==> src/rtl/blit_pkg.sv <==
// rtl/blit_pkg.sv - shared state encoding, shift type and stride default for the sprite blitter
package blit_pkg;

    localparam int ROW_STRIDE_DEFAULT = 32;

    typedef logic [2:0] shamt_t;

    typedef enum logic [3:0] {
        IDLE,
        FETCH,
        LOAD,
        RD0,
        WR0,
        FLUSH,
        RD1,
        WR1,
        NEXT,
        DONE
    } blit_state_t;

endpackage

==> src/rtl/shift_register.sv <==
// rtl/shift_register.sv - two-stage byte shifter; result is the upper byte of {hi,lo} << amount
module shift_register
    import blit_pkg::*;
#(
    parameter int XLEN = 8
) (
    input  logic            clk,
    input  logic            rst,
    input  logic            we,
    input  logic [XLEN-1:0] din,
    input  logic [2:0]      amount,
    output logic [XLEN-1:0] result
);

    logic [XLEN-1:0]   hi_q, hi_d;
    logic [XLEN-1:0]   lo_q, lo_d;
    logic [2*XLEN-1:0] shifted;

    // Each write pushes the new byte into hi and moves the old hi down to lo.
    always_comb begin
        hi_d = hi_q;
        lo_d = lo_q;
        if (we) begin
            hi_d = din;
            lo_d = hi_q;
        end
    end

    always_ff @(posedge clk) begin
        if (!rst) begin
            hi_q <= '0;
            lo_q <= '0;
        end else begin
            hi_q <= hi_d;
            lo_q <= lo_d;
        end
    end

    assign shifted = {hi_q, lo_q} << amount;
    assign result  = shifted[2*XLEN-1:XLEN];

endmodule

==> src/rtl/sprite_blitter.sv <==
// rtl/sprite_blitter.sv - sprite row blitter FSM; SPRITE_BLITTER_OR_EN enables read-OR-write merging
module sprite_blitter
    import blit_pkg::*;
#(
    parameter int XLEN       = 8,
    parameter int AW         = 16,
    parameter int ROW_STRIDE = ROW_STRIDE_DEFAULT
) (
    input  logic            clk,
    input  logic            rst,
    input  logic            start,
    input  logic [AW-1:0]   src_addr,
    input  logic [AW-1:0]   dst_addr,
    input  logic [7:0]      height,
    input  logic [2:0]      shift,
    output logic            busy,
    output logic            done,
    output logic            mem_req,
    output logic            mem_we,
    output logic [AW-1:0]   mem_addr,
    output logic [XLEN-1:0] mem_wdata,
    input  logic [XLEN-1:0] mem_rdata,
    input  logic            mem_ack
);

    blit_state_t     state_q, state_d;
    logic [AW-1:0]   src_q, src_d;
    logic [AW-1:0]   dst_q, dst_d;
    logic [7:0]      height_q, height_d;
    logic [7:0]      row_q, row_d;
    shamt_t          k_q, k_d;
    logic [XLEN-1:0] s_q, s_d;
    logic            done_q, done_d;

    logic            sh_we;
    logic [XLEN-1:0] sh_din;
    logic [XLEN-1:0] sh_result;
    logic [XLEN-1:0] wr_byte;

`ifdef SPRITE_BLITTER_OR_EN
    logic [XLEN-1:0] bg_q, bg_d;
    assign wr_byte = sh_result | bg_q;
`else
    assign wr_byte = sh_result;
`endif

    shift_register #(
        .XLEN (XLEN)
    ) u_shift (
        .clk    (clk),
        .rst    (rst),
        .we     (sh_we),
        .din    (sh_din),
        .amount (k_q),
        .result (sh_result)
    );

    always_comb begin
        state_d   = state_q;
        src_d     = src_q;
        dst_d     = dst_q;
        height_d  = height_q;
        row_d     = row_q;
        k_d       = k_q;
        s_d       = s_q;
`ifdef SPRITE_BLITTER_OR_EN
        bg_d      = bg_q;
`endif
        sh_we     = 1'b0;
        sh_din    = '0;
        mem_req   = 1'b0;
        mem_we    = 1'b0;
        mem_addr  = '0;
        mem_wdata = '0;
        done_d    = (state_q == DONE);

        case (state_q)
            IDLE: begin
                // A start landing on the done pulse belongs to the finished command's handshake.
                if (start && !done_q) begin
                    src_d    = src_addr;
                    dst_d    = dst_addr;
                    height_d = height;
                    k_d      = shift;
                    row_d    = '0;
                    state_d  = (height == 8'd0) ? DONE : FETCH;
                end
            end
            FETCH: begin
                mem_req  = 1'b1;
                mem_addr = src_q;
                if (mem_ack) begin
                    s_d     = mem_rdata;
                    sh_we   = 1'b1;
                    state_d = LOAD;
                end
            end
            LOAD: begin
                sh_we  = 1'b1;
                sh_din = s_q;
`ifdef SPRITE_BLITTER_OR_EN
                state_d = RD0;
`else
                state_d = WR0;
`endif
            end
`ifdef SPRITE_BLITTER_OR_EN
            RD0: begin
                mem_req  = 1'b1;
                mem_addr = dst_q;
                if (mem_ack) begin
                    bg_d    = mem_rdata;
                    state_d = WR0;
                end
            end
            RD1: begin
                mem_req  = 1'b1;
                mem_addr = dst_q + AW'(1);
                if (mem_ack) begin
                    bg_d    = mem_rdata;
                    state_d = WR1;
                end
            end
`endif
            WR0: begin
                mem_req   = 1'b1;
                mem_we    = 1'b1;
                mem_addr  = dst_q;
                mem_wdata = wr_byte;
                if (mem_ack) state_d = FLUSH;
            end
            FLUSH: begin
                sh_we = 1'b1;
`ifdef SPRITE_BLITTER_OR_EN
                state_d = RD1;
`else
                state_d = WR1;
`endif
            end
            WR1: begin
                mem_req   = 1'b1;
                mem_we    = 1'b1;
                mem_addr  = dst_q + AW'(1);
                mem_wdata = wr_byte;
                if (mem_ack) state_d = NEXT;
            end
            NEXT: begin
                row_d   = row_q + 8'd1;
                src_d   = src_q + AW'(1);
                dst_d   = dst_q + AW'(ROW_STRIDE);
                state_d = (row_q + 8'd1 == height_q) ? DONE : FETCH;
            end
            DONE:    state_d = IDLE;
            default: state_d = IDLE;
        endcase
    end

    always_ff @(posedge clk) begin
        if (!rst) begin
            state_q  <= IDLE;
            src_q    <= '0;
            dst_q    <= '0;
            height_q <= '0;
            row_q    <= '0;
            k_q      <= '0;
            s_q      <= '0;
            done_q   <= 1'b0;
`ifdef SPRITE_BLITTER_OR_EN
            bg_q     <= '0;
`endif
        end else begin
            state_q  <= state_d;
            src_q    <= src_d;
            dst_q    <= dst_d;
            height_q <= height_d;
            row_q    <= row_d;
            k_q      <= k_d;
            s_q      <= s_d;
            done_q   <= done_d;
`ifdef SPRITE_BLITTER_OR_EN
            bg_q     <= bg_d;
`endif
        end
    end

    assign busy = (state_q != IDLE);
    assign done = done_q;

endmodule

==> config.mk <==
export PLATFORM = sky130hd
export DESIGN_NAME = sprite_blitter
export DESIGN_NICKNAME = d
export VERILOG_FILES = /design/src/rtl/blit_pkg.sv /design/src/rtl/shift_register.sv /design/src/rtl/sprite_blitter.sv
export SDC_FILE = /design/constraint.sdc
export NUM_CORES = 1
export LEC_CHECK = 0
export ABC_CLOCK_PERIOD_IN_PS = 4700
export BUFFER_PORTS_ARGS = -buffer_cell sky130_fd_sc_hd__buf_2
export CORE_ASPECT_RATIO = 1.4
export CORE_UTILIZATION = 45
export CTS_CLUSTER_SIZE = 8
export DETAILED_ROUTE_END_ITERATION = 6
export PLACE_DENSITY = 0.73
export REMOVE_ABC_BUFFERS = 1
export SYNTH_ARGS = -nofsm -noshare
export SYNTH_HDL_FRONTEND = slang
export SYNTH_HIERARCHICAL = 1
export SYNTH_SLANG_ARGS = --single-unit
export TNS_END_PERCENT = 100
==> constraint.sdc <==
create_clock -name clk -period 4.7 [get_ports clk]
set_input_delay 0.235 -clock clk [delete_from_list [all_inputs] [get_ports clk]]
set_output_delay 0.235 -clock clk [all_outputs]
set_load 0.01 [all_outputs]
# Word-level counts from Yosys, hierarchy flattened
# Index checks and enable logic that the tools add are counted.
op_classes:
  n_addsub: 4
  multipliers: 0
  div: 0
  magnitude_cmp: 0
  n_eq_ne: 12
  shifts: 1
  mux: 20
  bitwise_logic: 0
  n_reduce_logical: 13
ops:
  columns: ["cell", "count"]
  rows:
  - ["$pmux W16 S2", 2]
  - ["$pmux W16 S3", 1]
  - ["$add A16 B1 Y16 const B", 2]
  - ["$mux W16", 2]
  - ["$pmux W4 S7", 1]
  - ["$mux W4", 6]
  - ["$mux W8", 3]
  - ["$add A16 B6 Y16 const B", 1]
  - ["$pmux W8 S2", 1]
  - ["$shl A16 B3 Y16", 1]
  - ["$eq A4 B3 Y1 const B", 3]
  - ["$add A8 B1 Y8 const B", 1]
  - ["$eq A4 B4 Y1 const B", 2]
  - ["$eq A8 B8 Y1", 1]
  - ["$logic_not A8 Y1", 1]
  - ["$ne A2 B2 Y1 const B", 4]
  - ["$reduce_and A2 Y1", 3]
  - ["$eq A4 B1 Y1 const B", 1]
  - ["$eq A4 B2 Y1 const B", 1]
  - ["$logic_not A4 Y1", 1]
  - ["$reduce_and A4 Y1", 1]
  - ["$reduce_bool A4 Y1", 1]
  - ["$reduce_or A2 Y1", 2]
  - ["$mux W1", 3]
  - ["5 further kinds", 5]
word_totals:
  ff_bits: 80
  latch_bits: 0
  mem_bits_rw: 0
  romBits: 0
  input_bits: 55
  out_inout_bits: 28
  mem_count: 0

# Logic depth before layout (Yosys ltp)
logic_depth:
  word_depth: 4
  depth_mapped: 9

# Hierarchy
# The synthesis kept the hierarchy.
modules_own_cells:
  columns: ["mod", "instances", "cells_per_inst", "area_per_inst_um2", "seq_area_each_um2"]
  rows:
  - ["sprite_blitter", 1, 521, 3786.1, 1281.2]
  - ["shift_register", 1, 94, 948.4, 300.3]

# Worst setup path after synthesis
# Ideal clock, no wire load.
synth_path:
  path_kind: "register to register"
  from: "register state_q[1]"
  to: "register src_q[13]"
  setup_time_ns: 0.074
  arrival_ns: 2.001
  t_required_ns: 4.626
  slack_ns: 2.625
  stages_incl_launch_ff: 7
  path_buffers: 2
  synth_period_minus_slack_ns: 2.075
  path_cell_list: "dfxtp_1 > buf_6 > or4b_4 > or4_1 > buf_2 > or3_1 > a31oi_1"
synth_via:
  elab_chain_len: 3
  elab_cells_between_ends: 6
synth_rtl:
  columns: ["element", "line", "source"]
  rows:
  - ["start: declaration", "sprite_blitter.sv:26", "blit_state_t state_q, state_d;"]
  - ["start signal: assignment", "sprite_blitter.sv:172", "state_q <= state_d;"]
  - ["$eq A4 B4 Y1 / $logic_not A4 Y1 (equally long branches)", "sprite_blitter.sv:77", "case (state_q)"]
  - ["$reduce_bool A2 Y1 (no source line) / $ne A2 B2 Y1 (equally long branches)", null, null]
  - ["$reduce_and A2 Y1 (no source line)", null, null]
  - ["end signal: assignment", "sprite_blitter.sv:173", "src_q <= src_d;"]
  - ["end: declaration", "sprite_blitter.sv:27", "logic [AW-1:0] src_q, src_d;"]
# Several ways; a longest one is shown, not always the timed one.
# A chain may end at the register's enable or synchronous reset.

# Worst setup path after layout
layout_path:
  from: "register state_q[2]"
  to: "output mem_addr[11]"
layout_via:
  elab_chain_len: 2
  elab_cells_between_ends: 4
layout_rtl:
  columns: ["element", "line", "source"]
  rows:
  - ["$eq A4 B3 Y1 / $eq A4 B1 Y1 (equally long branches)", "sprite_blitter.sv:77", null]
  - ["$pmux W16 S3 (*)", "sprite_blitter.sv:77", null]
  - ["end: declaration", "sprite_blitter.sv:20", "output logic [AW-1:0] mem_addr,"]
# Mark *: on every way between the ends. The rest lies on a longest branch, timed or not.

==> reports/metrics.cfg <==
[run_status]
run_status = finished, final reports clean

[layout]
final_nets = 726
post-route-util_pct = 54.7
diodes = 0
fin_area_sq_mm = 0.00550
layout-drive-gt1-share_pct = 18.3
mostFrequentLayoutCells = 86 x nand2_1, 82 x buf_2, 79 x dfxtp_1
final_common_cell = nand2_1
syn_to_final_growth_pct = 16.3

[setup_path]
cp-end-kind = primary output
path_cells = nor2b_1 -> and3_1 -> nand2_1 -> o311ai_0 -> buf_2
critPathKind = reg2out
start_kind = register
crit_required_ns = 4.47
r2r-end = src_q[13]$_SDFFE_PN0P_
cp_max_fo = 16
cp_slowest_cell = dfxtp_1
cpPeakStageDelay_ns = 0.68
worst_ep_arrival_time_ns = 2.99
worstRegToRegCells = 4
reg2reg_from = state_q[3]$_SDFFE_PN0P_
ff2ff_setup_slack_ns = 1.99

[synth]
synth_compound_area_share_pct = 21.5
yosysWarnings = 6
synthAdderAreaFrac_pct = 1.06
synth_simple_gate_area_share_pct = 27.1
syn-instance-count = 615
yosys.area.top_type = dfxtp_1
synth_flop_cell = dfxtp_1
synth_top_family_by_area = simple AND/OR/NAND/NOR gates
synth_cell_types = 60
synth_xor_area_share_pct = 3.44
ys_ff_latch = 79
syn_area_sq_mm = 0.00473
synth_edf_count = 0
syn_avg_cell_area_sq_um = 7.70
synthArstFlopShare_pct = 0
synthMuxAreaShare_pct = 8.54
synth.top_cell.area_share_pct = 33.4
seq_area_frac_synth_pct = 33.4
synth_area_leaders = dfxtp_1 33%, nand2_1 6.8%, a21oi_1 6.0%, mux2i_1 5.9%, o21ai_0 3.7%

[clock_tree]
cts_root_buf = clkbuf_16
htreeDepth = 3
insertion_delay_ns = 0.34
cts.clk_slew.worst_paths_ns = 0.06
clkSinkCount = 79
post_cts_buffers = 0
cts_hold_buf = 0
post_cts_resized = 0
cts_tree = done
cts.path.max_buffers = 2
numCtsBuffers = 9

[hold_path]
min-delay-start = dst_addr[4]
hold_path_class = in2reg
min_to = dst_q[4]$_SDFFE_PN0P_
whs_path_depth = 3

[sta]
tns_ns = 0
fmax_ghz = 0.310
skew_ns = 0.00715
setup_ws_ns = 1.47
fin_crit_ns = 3.23
rsz0062_at_grt = no
hold_viol = 0
setup_viol = 0
slew_headroom_pct = 24.3
min_period_over_period_pct = 68.7
slew_violations = 0
worst_pin_slew_ns = 1.14

[grt]
antenna_found_initial = 0
gr-total-overflow = 0
track_usage_pct = 24.9
grt_pass1_wl_um = 21100
grt_pass1_vias = 4427
grt_start_max_net_pins = 49

[pwr]
p_per_area_mw_per_mm2 = 317
p_total_mw = 1.75
power_leakage_nw = 2.12
peakVddDrop_v = 0.000156

[route]
postRouteAntennaNets = 0
vias = 4833
drtIter0Drc = 353
wl_per_cell_um = 16.2
viasPerCell = 5.99
firstDrtPassIters = 6
drcViolationCount = 0
finalWirelength_um = 13100

[placed_design]
post-place-ws_ns = 1.89
hpwl_um = 9190
dpl_cell_area_sq_mm = 0.00518
portBuffers = 82
gp_congestion = 0.907

[die]
start_util_pct = 47.1
ios = 83
die_y_um = 123
dieWidth_um = 88.7
core_sq_mm = 0.0101
die-area_sq_mm = 0.0109
num_rows = 43

[run]
drv_cap = 0

==> sequential cells by signal (all words and copies together), names as in the netlist <==
| signal | count |
|---|---|
| dst_q | 16 |
| row_q | 8 |
| done | 1 |
| u_shift/lo_q | 7 |
| src_q | 16 |
| k_q | 3 |
| state_q | 4 |
| u_shift/hi_q | 8 |
| height_q | 8 |
| s_q | 8 |
==> logic make-up (layout without fill, tap and decap cells) <==
kind of cell               after synthesis  after routing
AOI/OAI and AO/OA                      162            162
muxes                                   38             38
adders and majority gates                4              4
DFF                                     79             79
xor gates and xnor gates                17             17
and+or+nand+nor                        258            258
buffers and inverters                   57            114
==> final cells by class <==
class | instances | area, sq um
Tap cell | 135 | 169
Fill cell | 970 | 4560
Multi-Input combinational cell | 479 | 2940
Clock inverter | 5 | 81.3
Sequential cell | 79 | 1580
Clock buffer | 11 | 243
Inverter | 10 | 37.5
Timing Repair Buffer | 88 | 455
==> where the power goes <==
part           switching, mW  internal [mW]  leakage [nW]  total (mW)
Sequential            0.0589          0.705         0.644       0.764
Combinational          0.130         0.0968          1.32       0.227
Clock                  0.276          0.479         0.156       0.756
==> synthesized netlist by cell type (2+ instances only) <==
library cell	number
o221ai_1	4
or3_1	3
dfxtp_1	79
nand4_1	7
mux2_2	9
and2_1	12
nand3_1	32
nor2_1	41
buf_6	2
or2_2	2
and4_1	2
o211ai_1	6
a221o_1	5
o311ai_0	5
a21oi_1	57
clkbuf_1	37
ha_1	4
buf_2	7
nor2b_1	19
inv_1	10
a22oi_1	9
nor4_1	8
a211oi_1	7
nand2b_1	4
a221oi_1	4
a31oi_1	12
o21ai_0	35
xor2_1	7
and3_1	19
mux2i_1	28
nor4b_1	2
o22a_1	3
nand2_1	86
nor3_1	11
xnor2_1	9
a311oi_1	4
==> stage by stage <==
stage / hold slack, ns / std cells
floorplan: 0.363 / 568
finish: 0.134 / 807
detailed placement: 0.444 / 791
global route: 0.147 / 807
CTS: 0.130 / 807
global placement: 0.442 / 791
==> worst max-delay path, delay by kind of cell (launching register included) <==
family	cells	cell delay (ns)
simple gates	3	1.21
flops	1	0.68
compound gates	1	0.53
buf+inv	1	0.23
==> worst max-delay path by stage <==
stage	to	depth (start not counted)	from	slack, ns
2_1_floorplan	dst_q[5]$_SDFFE_PN0P_	6	state_q[2]$_SDFFE_PN0P_	1.45
3_3_place_gp	mem_addr[11]	5	state_q[2]$_SDFFE_PN0P_	1.97
3_5_place_dp	mem_addr[11]	5	state_q[2]$_SDFFE_PN0P_	1.89
4_1_cts	mem_addr[11]	5	state_q[2]$_SDFFE_PN0P_	1.52
5_1_grt	mem_addr[11]	5	state_q[2]$_SDFFE_PN0P_	1.29
6_report	mem_addr[11]	5	state_q[2]$_SDFFE_PN0P_	1.47
==> layer usage <==
metal	vias to the layer above	wire [um]	global-route usage, %
met5	-	0	0
met4	0	348	13.4
met3	28	746	3.14
met2	192	6580	42.4
met1	2274	5410	30.3
li1	2339	-	-
No activity file was read; power rests on OpenSTA's default activity.
